File: config.mk
export PLATFORM = sky130hd
export DESIGN_NAME = traffic_lgt_monitor
export DESIGN_NICKNAME = d
export VERILOG_FILES = /design/src/rtl/traffic_lgt_monitor.sv
export SDC_FILE = /design/constraint.sdc
export NUM_CORES = 1
export LEC_CHECK = 0
export BUFFER_PORTS_ARGS = -buffer_cell sky130_fd_sc_hd__buf_4
export CAP_MARGIN = 20
export CORE_UTILIZATION = 51
export CTS_CLUSTER_DIAMETER = 50
export CTS_CLUSTER_SIZE = 28
export DETAILED_ROUTE_END_ITERATION = 8
export PLACE_DENSITY = 0.73
export SETUP_SLACK_MARGIN = 0.05
export SLEW_MARGIN = 25
export SYNTH_ARGS = -nofsm -noshare
export SYNTH_HDL_FRONTEND = slang
export SYNTH_SLANG_ARGS = --single-unit
File: constraint.sdc
create_clock -name clk -period 1.9 [get_ports clk]
set_input_delay 0.095 -clock clk [delete_from_list [all_inputs] [get_ports clk]]
set_output_delay 0.095 -clock clk [all_outputs]
set_load 0.01 [all_outputs]
File: src/rtl/traffic_lgt_monitor.sv
// Passive checker for the traffic light controller outputs.
// Tracks the highway/country phase sequence, raises sticky error flags for
// illegal codes, conflicting greens, out-of-order transitions, short
// yellow/all-red dwell and unrequested country green, and counts green entries.
module traffic_lgt_monitor #(
    parameter int unsigned Y_MIN = 3,
    parameter int unsigned R_MIN = 2,
    parameter int unsigned CW    = 8
) (
    input  logic          clk,
    input  logic          clear,
    input  logic          x,
    input  logic [1:0]    hwy,
    input  logic [1:0]    cntry,
    input  logic          clr_err,
    output logic          err_code,
    output logic          err_conflict,
    output logic          err_seq,
    output logic          err_dwell,
    output logic          err_req,
    output logic          fault,
    output logic [2:0]    phase,
    output logic [CW-1:0] hwy_cnt,
    output logic [CW-1:0] cntry_cnt
);

    typedef enum logic [1:0] {RED = 2'd0, YEL = 2'd1, GRN = 2'd2, BAD = 2'd3} light_t;

    typedef enum logic [2:0] {
        SYNC = 3'd0, HG = 3'd1, HY = 3'd2, AR1 = 3'd3,
        CG   = 3'd4, CY = 3'd5, AR2 = 3'd6
    } state_t;

    localparam logic [CW-1:0] Y_LIM = CW'(Y_MIN);
    localparam logic [CW-1:0] R_LIM = CW'(R_MIN);
    localparam logic [CW-1:0] ONE   = CW'(1);

    state_t        state, nxt;
    logic [CW-1:0] dwell;
    logic          req_seen;

    logic p_gr, p_yr, p_rr, p_rg, p_ry;
    logic set_code, set_conf, set_seq, set_dwell, set_req;
    logic code_n, conf_n, seq_n, dwell_n, req_n;
    logic hg_entry, cg_entry, in_req;

    assign phase = state;

    // Next-state decode and per-cycle violation detection
    always_comb begin
        p_gr = (hwy == GRN) && (cntry == RED);
        p_yr = (hwy == YEL) && (cntry == RED);
        p_rr = (hwy == RED) && (cntry == RED);
        p_rg = (hwy == RED) && (cntry == GRN);
        p_ry = (hwy == RED) && (cntry == YEL);

        set_code  = (hwy == BAD) || (cntry == BAD);
        // two illegal codes are reported only as a code error
        set_conf  = (hwy != RED) && (cntry != RED) && !((hwy == BAD) && (cntry == BAD));
        set_seq   = 1'b0;
        set_dwell = 1'b0;
        set_req   = 1'b0;
        nxt       = state;

        if (set_code || set_conf) begin
            nxt = SYNC;
        end else begin
            case (state)
                SYNC: if (p_gr) nxt = HG;
                HG: begin
                    if (p_yr) nxt = HY;
                    else if (!p_gr) begin set_seq = 1'b1; nxt = SYNC; end
                end
                HY: begin
                    if (p_rr) begin
                        nxt = AR1;
                        set_dwell = (dwell < Y_LIM);
                    end else if (!p_yr) begin set_seq = 1'b1; nxt = SYNC; end
                end
                AR1: begin
                    if (p_rg) begin
                        nxt = CG;
                        set_dwell = (dwell < R_LIM);
                        // a request arriving on the same edge as the green counts
                        set_req = !(req_seen || x);
                    end else if (!p_rr) begin set_seq = 1'b1; nxt = SYNC; end
                end
                CG: begin
                    if (p_ry) nxt = CY;
                    else if (!p_rg) begin set_seq = 1'b1; nxt = SYNC; end
                end
                CY: begin
                    if (p_rr) begin
                        nxt = AR2;
                        set_dwell = (dwell < Y_LIM);
                    end else if (p_gr) begin
                        nxt = HG;
                        set_dwell = (dwell < Y_LIM);
                    end else if (!p_ry) begin set_seq = 1'b1; nxt = SYNC; end
                end
                AR2: begin
                    if (p_gr) begin
                        nxt = HG;
                        set_dwell = (dwell < R_LIM);
                    end else if (!p_rr) begin set_seq = 1'b1; nxt = SYNC; end
                end
                default: nxt = SYNC;
            endcase
        end

        hg_entry = (nxt == HG) && (state != HG);
        cg_entry = (nxt == CG) && (state != CG);
        in_req   = (state == HG) || (state == HY) || (state == AR1);

        code_n  = (err_code     && !clr_err) || set_code;
        conf_n  = (err_conflict && !clr_err) || set_conf;
        seq_n   = (err_seq      && !clr_err) || set_seq;
        dwell_n = (err_dwell    && !clr_err) || set_dwell;
        req_n   = (err_req      && !clr_err) || set_req;
    end

    // Registered state, dwell, request tracking, counters and sticky flags
    always_ff @(posedge clk or negedge clear) begin
        if (!clear) begin
            state        <= SYNC;
            dwell        <= '0;
            req_seen     <= 1'b0;
            hwy_cnt      <= '0;
            cntry_cnt    <= '0;
            err_code     <= 1'b0;
            err_conflict <= 1'b0;
            err_seq      <= 1'b0;
            err_dwell    <= 1'b0;
            err_req      <= 1'b0;
            fault        <= 1'b0;
        end else begin
            state <= nxt;
            if (nxt != state)    dwell <= ONE;
            else if (dwell != '1) dwell <= dwell + ONE;

            if (hg_entry)          req_seen <= 1'b0;
            else if (in_req && x)  req_seen <= 1'b1;

            if (hg_entry) hwy_cnt   <= hwy_cnt + ONE;
            if (cg_entry) cntry_cnt <= cntry_cnt + ONE;

            err_code     <= code_n;
            err_conflict <= conf_n;
            err_seq      <= seq_n;
            err_dwell    <= dwell_n;
            err_req      <= req_n;
            fault        <= code_n || conf_n || seq_n || dwell_n || req_n;
        end
    end

endmodule
==> results of run 1 <==
-- where the power goes --
group	total, mW	internal [mW]	switching, mW
clock network	0.558	0.291	0.267
logic	0.408	0.204	0.204
registers	0.957	0.823	0.134
total	1.92	1.32	0.605
-- registers in the layout, indices dropped and copies added (netlist names) --
signal        cells
err_dwell         1
phase             3
hwy_cnt           8
dwell             8
err_seq           1
fault             1
err_code          1
cntry_cnt         8
err_conflict      1
err_req           1
req_seen          1
-- placed cells by master, fill, tap and decap left out, types with 2 or more instances in the layout --
master,n
nor4_2,4
nand3_1,14
and3_1,2
clkbuf_8,6
a21oi_1,6
ha_1,3
dfrtp_2,3
and3b_1,2
nor2b_1,3
nor3_4,3
or3_1,3
o211ai_1,2
dfrtp_1,31
buf_4,44
o21ai_1,2
a22o_1,2
nor3b_1,2
nand4_1,6
nor3_1,3
nor4b_2,2
xor2_1,10
o21ai_0,8
nand2b_1,4
inv_1,7
and4bb_1,2
nand2_1,17
xnor2_1,9
nor2_1,18
and4_1,4
a32o_1,2
-- what timing repair did --
action | in CTS | in global routing
gates resized for setup | 2 | 3
setup buffers | 0 | 1
hold endpoints to repair | 34 | 0
hold buffers | 1 | 0
endpoints found under the setup margin | 7 | 17
-- area by class of cell --
cell class              count  area (µm²)  share of cell area [%]
clock buffers               6        82.6                    3.29
repair buffers             45         340                    13.5
flip-flops and latches     34         855                    34.0
inverters                   7        26.3                    1.05
multi-input cells         156        1140                    45.2
well taps                  48        60.1                    2.39
clock inverters             2        12.5                   0.498
-- worst max-delay path, cell delays in order, from the launching register on --
cell and delay [ns]:
dfrtp_2 0.50, and3b_1 0.27, o221ai_2 0.12, a22o_4 0.33, nor3_4 0.15, mux2_4 0.31
-- worst paths after layout --
path / from / cells past startpoint / slack, ns / to
worst min-delay path: x / 3 / 0.11 / req_seen
worst max register to register: phase[0] / 5 / 0.09 / hwy_cnt[1]
max in group asynchronous: clear / 2 / 1.28 / phase[0]
min in group asynchronous: clear / 2 / 0.28 / err_conflict
worst max-delay path: phase[0] / 5 / 0.09 / hwy_cnt[1]
worst min register to register: cntry_cnt[7] / 1 / 0.47 / cntry_cnt[7]
-- metrics by stage --
stage / setup WS (ns) / hold slack, ns / util (%)
2_1_floorplan: 0.0799 / -0.201 / -
3_3_place_gp: 0.0771 / 0.0751 / 63.5
3_5_place_dp: 0.0421 / 0.0631 / 63.5
4_1_cts: 0.0629 / 0.108 / 66.4
5_1_grt: 0.0173 / 0.123 / 66.7
6_report: 0.0931 / 0.109 / 66.7
-- per-layer routing --
layer  track usage [%]  share of wire, %
met5                 0                 0
met4              5.98              0.84
met3              5.69               4.4
met2              35.6                47
met1              29.6                48
-- cells by family (layout without fill, tap and decap cells) --
group | count (synthesis) | in the layout | synth area share [%]
DFF | 34 | 34 | 41.0
AOI/OAI and AO/OA | 36 | 36 | 14.4
adders and majority gates | 4 | 4 | 2.29
and+or+nand+nor | 95 | 95 | 28.8
xor gates and xnor gates | 19 | 19 | 8.02
buffers and inverters | 17 | 60 | 4.22
muxes | 2 | 2 | 1.21
==> reports/qor.txt, run 1 <==
Share of cells above drive strength 1 = 30.4%
Most common cell in the synthesized netlist = dfrtp_1
Commonest cells in the synthesized netlist = dfrtp_1 (34), nor2_1 (18), nand2_1 (17)
WP data arrival = 1.98 ns
Most used DFF post-synth = dfrtp_1
Clock Tree Buf Depth = 2
Vias per std cell = 5.60
Worst hold path type = in -> reg
Static Leak = 1.14 nW
Crit path time final = 1.81 ns
1st-pass router iterations = 4
Die X = 65.8 µm
Crit Path Class = reg -> reg
Worst VDD drop = 0.646 mV
Final HPWL DP = 3.07 mm
Finished Layout Cells = 298
Synth Net Count = 218
Starting Density = 55.0%
Max_cap viols = 0
I/O Buffers = 32
Yosys top cell area share = 41.0%
Setup TNS = 0 ns
Headroom to the max-slew limit = 70.6%
Post-Syn Area per Cell = 10.0 µm²
Final WL = 4.26 mm
Diodes inserted = 0
Area growth syn-to-layout = 21.2%
Pwr dens = 765 nW/µm²
Yosys reg bits = 34
DRC = 0
Setup violations, final = 0
CP Max Fanout = 14
Synth async-reset ratio = 100%
Fmax = 553 MHz
Post-synth cell types = 53
Type of destination of the critical path = flip-flop
Largest cells by area after synthesis = dfrtp_1 (41%), xor2_1 (4.2%), xnor2_1 (3.8%)
Routability cong. = 0.809
CTS tree = yes
Placed cell areas = 2400 µm²
Initial antenna violation count = 0
Hold Vio Cnt, Final = 0
Number of flops mapped to enable cells by yosys = 0
Wire length of the first global-routing pass = 7.23 mm
Part of the cycle the worst path needs = 95.1%
Row Count = 22
Overall power after layout = 1.92 mW
Dominant cell type by area after synthesis = dfrtp_1
Initial DRC Count = 135
Clock sinks = 34
Slew @ Worst Pin = 0.441 ns
Num CTS Buffers = 5
Design Area, Final = 2510 µm²
Net count, final = 260
Layout fillers = 298
Post-route ant nets = 0
Post-Syn Instances = 207
Worst-Skew Late Latency = 0.29 ns
Core area = 3770 µm²
Skew final = 0.00868 ns
Required time worst endpoint = 2.07 ns
Sequential share of the synthesized area = 41.0%
Die area = 4330 µm²
Clock slew at reported path FFs = 0.08 ns
Max H-tree Level = 2
CTS root buf = clkbuf_8
Largest net degree at the start of global routing = 35
CP startpoint kind = flip-flop
WL/cell = 14.3 µm
GRT Resource Usage Total = 22.2%
Total gr overflow = 0
Chip Height = 65.8 µm
YS warnings = 0
Fin. max-slew vios = 0
Vias in the first global route = 1529
DP Cell Count = 288
DR vias = 1668
RSZ-0062 raised after global routing = yes
Status = finished clean
Post-Syn Area = 2070 µm²
I/O Pins = 33
No activity file was read; power rests on OpenSTA's default activity.
==> run 2: changes to the inputs <==
--- a/config.mk
+++ b/config.mk
@@ -12,6 +12,7 @@
 export CTS_CLUSTER_SIZE = 28
 export DETAILED_ROUTE_END_ITERATION = 8
 export PLACE_DENSITY = 0.73
+export REMOVE_ABC_BUFFERS = 1
 export SETUP_SLACK_MARGIN = 0.05
 export SLEW_MARGIN = 25
 export SYNTH_ARGS = -nofsm -noshare
==> run 2 against run 1 <==
- hold slack gained 0.0072 ns
- highest routed layer unchanged
- via count grew 4.4%
- non-clock buffer count grew 3
- largest power group unchanged
- critical path depth grew 1
- die area is the same
- global-route usage grew 0.15 points
- register-to-register slack is essentially flat
- flip-flop and latch count is the same
- combinational power grew 3%
- final cell count grew 1.0%
==> reports/qor.txt, run 2 (synthesized netlist as in run 1, its figures left out) <==
Clock sinks = 34
Vias in the first global route = 1602
Initial DRC Count = 66
Multi-input gate area = 1160 µm²
Die X = 65.8 µm
Fin util = 68.0%
CP Max Fanout = 7
Met3 Use GR = 4.48%
Fmax = 550 MHz
Dpl ws = 0.0411 ns
I/O Pins = 33
Routability cong. = 0.859
Vias per std cell = 5.78
Num CTS Buffers = 5
Part of the cycle the worst path needs = 95.7%
Total gr overflow = 0
WP data arrival = 1.99 ns
Initial antenna violation count = 0
Pwr dens = 756 nW/µm²
Skew final = 0.00347 ns
Post-route ant nets = 0
Status = finished clean
GRT busiest layer = met2
Headroom to the max-slew limit = 70.4%
Clock slew at reported path FFs = 0.07 ns
Setup ws final = 0.0825 ns
Type of destination of the critical path = flip-flop
Row Count = 22
GRT Resource Usage Total = 22.4%
Max H-tree Level = 2
WL/cell = 15.0 µm
I/O Buffers = 32
Worst VDD drop = 0.593 mV
Die area = 4330 µm²
RSZ-0062 raised after global routing = yes
Met1 usage = 27.8%
DR vias = 1741
Chip Height = 65.8 µm
Commonest non-fill, non-tap cell in the layout = buf_4
GR Util met2 = 38.0%
Clock Tree Buf Depth = 2
Final HPWL DP = 3.13 mm
Required time worst endpoint = 2.07 ns
Wire length of the first global-routing pass = 7.27 mm
Static Leak = 1.17 nW
Layout fillers = 289
Area growth syn-to-layout = 23.7%
CTS root buf = clkbuf_8
1st-pass router iterations = 5
Starting Density = 55.0%
Final WL = 4.52 mm
Top Registers = cntry_cnt: 8 flops, dwell: 8 flops, hwy_cnt: 8 flops
Commonest non-fill, non-tap cells in the layout = buf_4 (46), dfrtp_1 (31), nor2_1 (18)
Share of cells above drive strength 1 = 30.8%
DRC = 0
Setup violations, final = 0
Worst-Skew Late Latency = 0.28 ns
Hold Vio Cnt, Final = 0
CTS tree = yes
Register Area = 855 µm²
Fin. max-slew vios = 0
Largest net degree at the start of global routing = 35
Slew @ Worst Pin = 0.445 ns
Crit path time final = 1.82 ns
Net count, final = 263
Diodes inserted = 0
Core area = 3770 µm²
Worst hold path type = in -> reg
Crit Path Class = reg -> reg
CP startpoint kind = flip-flop
Overall power after layout = 1.94 mW
Max_cap viols = 0
-- run 2: final timing paths --
| kind | end | slack [ns] | from | depth (start not counted) |
|---|---|---|---|---|
| max | hwy_cnt[1] | 0.08 | phase[1] | 6 |
| min | req_seen | 0.12 | x | 3 |
| max reg2reg | hwy_cnt[1] | 0.08 | phase[1] | 6 |
| min reg2reg | hwy_cnt[7] | 0.48 | hwy_cnt[7] | 1 |
| max in group asynchronous | phase[2] | 1.26 | clear | 2 |
| min in group asynchronous | cntry_cnt[4] | 0.30 | clear | 2 |
-- run 2: routing by layer --
layer / wire length, µm / up-vias
met5: 0 / -
met4: 108 / 0
met3: 178 / 15
met2: 2200 / 51
met1: 2040 / 841
li1: - / 834
-- run 2: power by group --
part           leakage (nW)  internal (mW)  switching (mW)
Sequential            0.442          0.823           0.143
Clock                0.0482          0.292           0.260
Combinational         0.676          0.209           0.213
Total                  1.17           1.32           0.616
-- run 2: critical path, stage by stage (launching register included) --
cell and delay [ns]:
dfrtp_2 0.41, buf_4 0.13, nor2b_1 0.22, o221ai_2 0.14
a22o_4 0.32, nor3_4 0.16, mux2_4 0.31
-- run 2: repair_timing --
item	in CTS	in global routing
buffers inserted	0	4
endpoints found under the setup margin	2	11
gates resized for setup	1	7
cloned	0	0
hold buffers	1	0
endpoints found under the hold margin	34	0
pin swaps	0	3
-- run 2: layout make-up --
cell class / instances / share of cell area (%)
Clock inverter: 1 / 0.195
Sequential cell: 34 / 33.3
Multi-Input combinational cell: 156 / 45.1
Inverter: 7 / 1.02
Tap cell: 48 / 2.34
Timing Repair Buffer: 48 / 14.6
Clock buffer: 7 / 3.36
-- run 2: metrics by stage --
| stage | std cells | instance area, µm² | hold WS [ns] | setup TNS (ns) |
|---|---|---|---|---|
| floorplan | 197 | 2010 | -0.201 | -0.0391 |
| global placement | 288 | 2410 | 0.0635 | 0 |
| detailed placement | 288 | 2410 | 0.0671 | 0 |
| CTS | 297 | 2510 | 0.114 | 0 |
| global route | 301 | 2570 | 0.137 | -0.0397 |
| finish | 301 | 2570 | 0.116 | 0 |
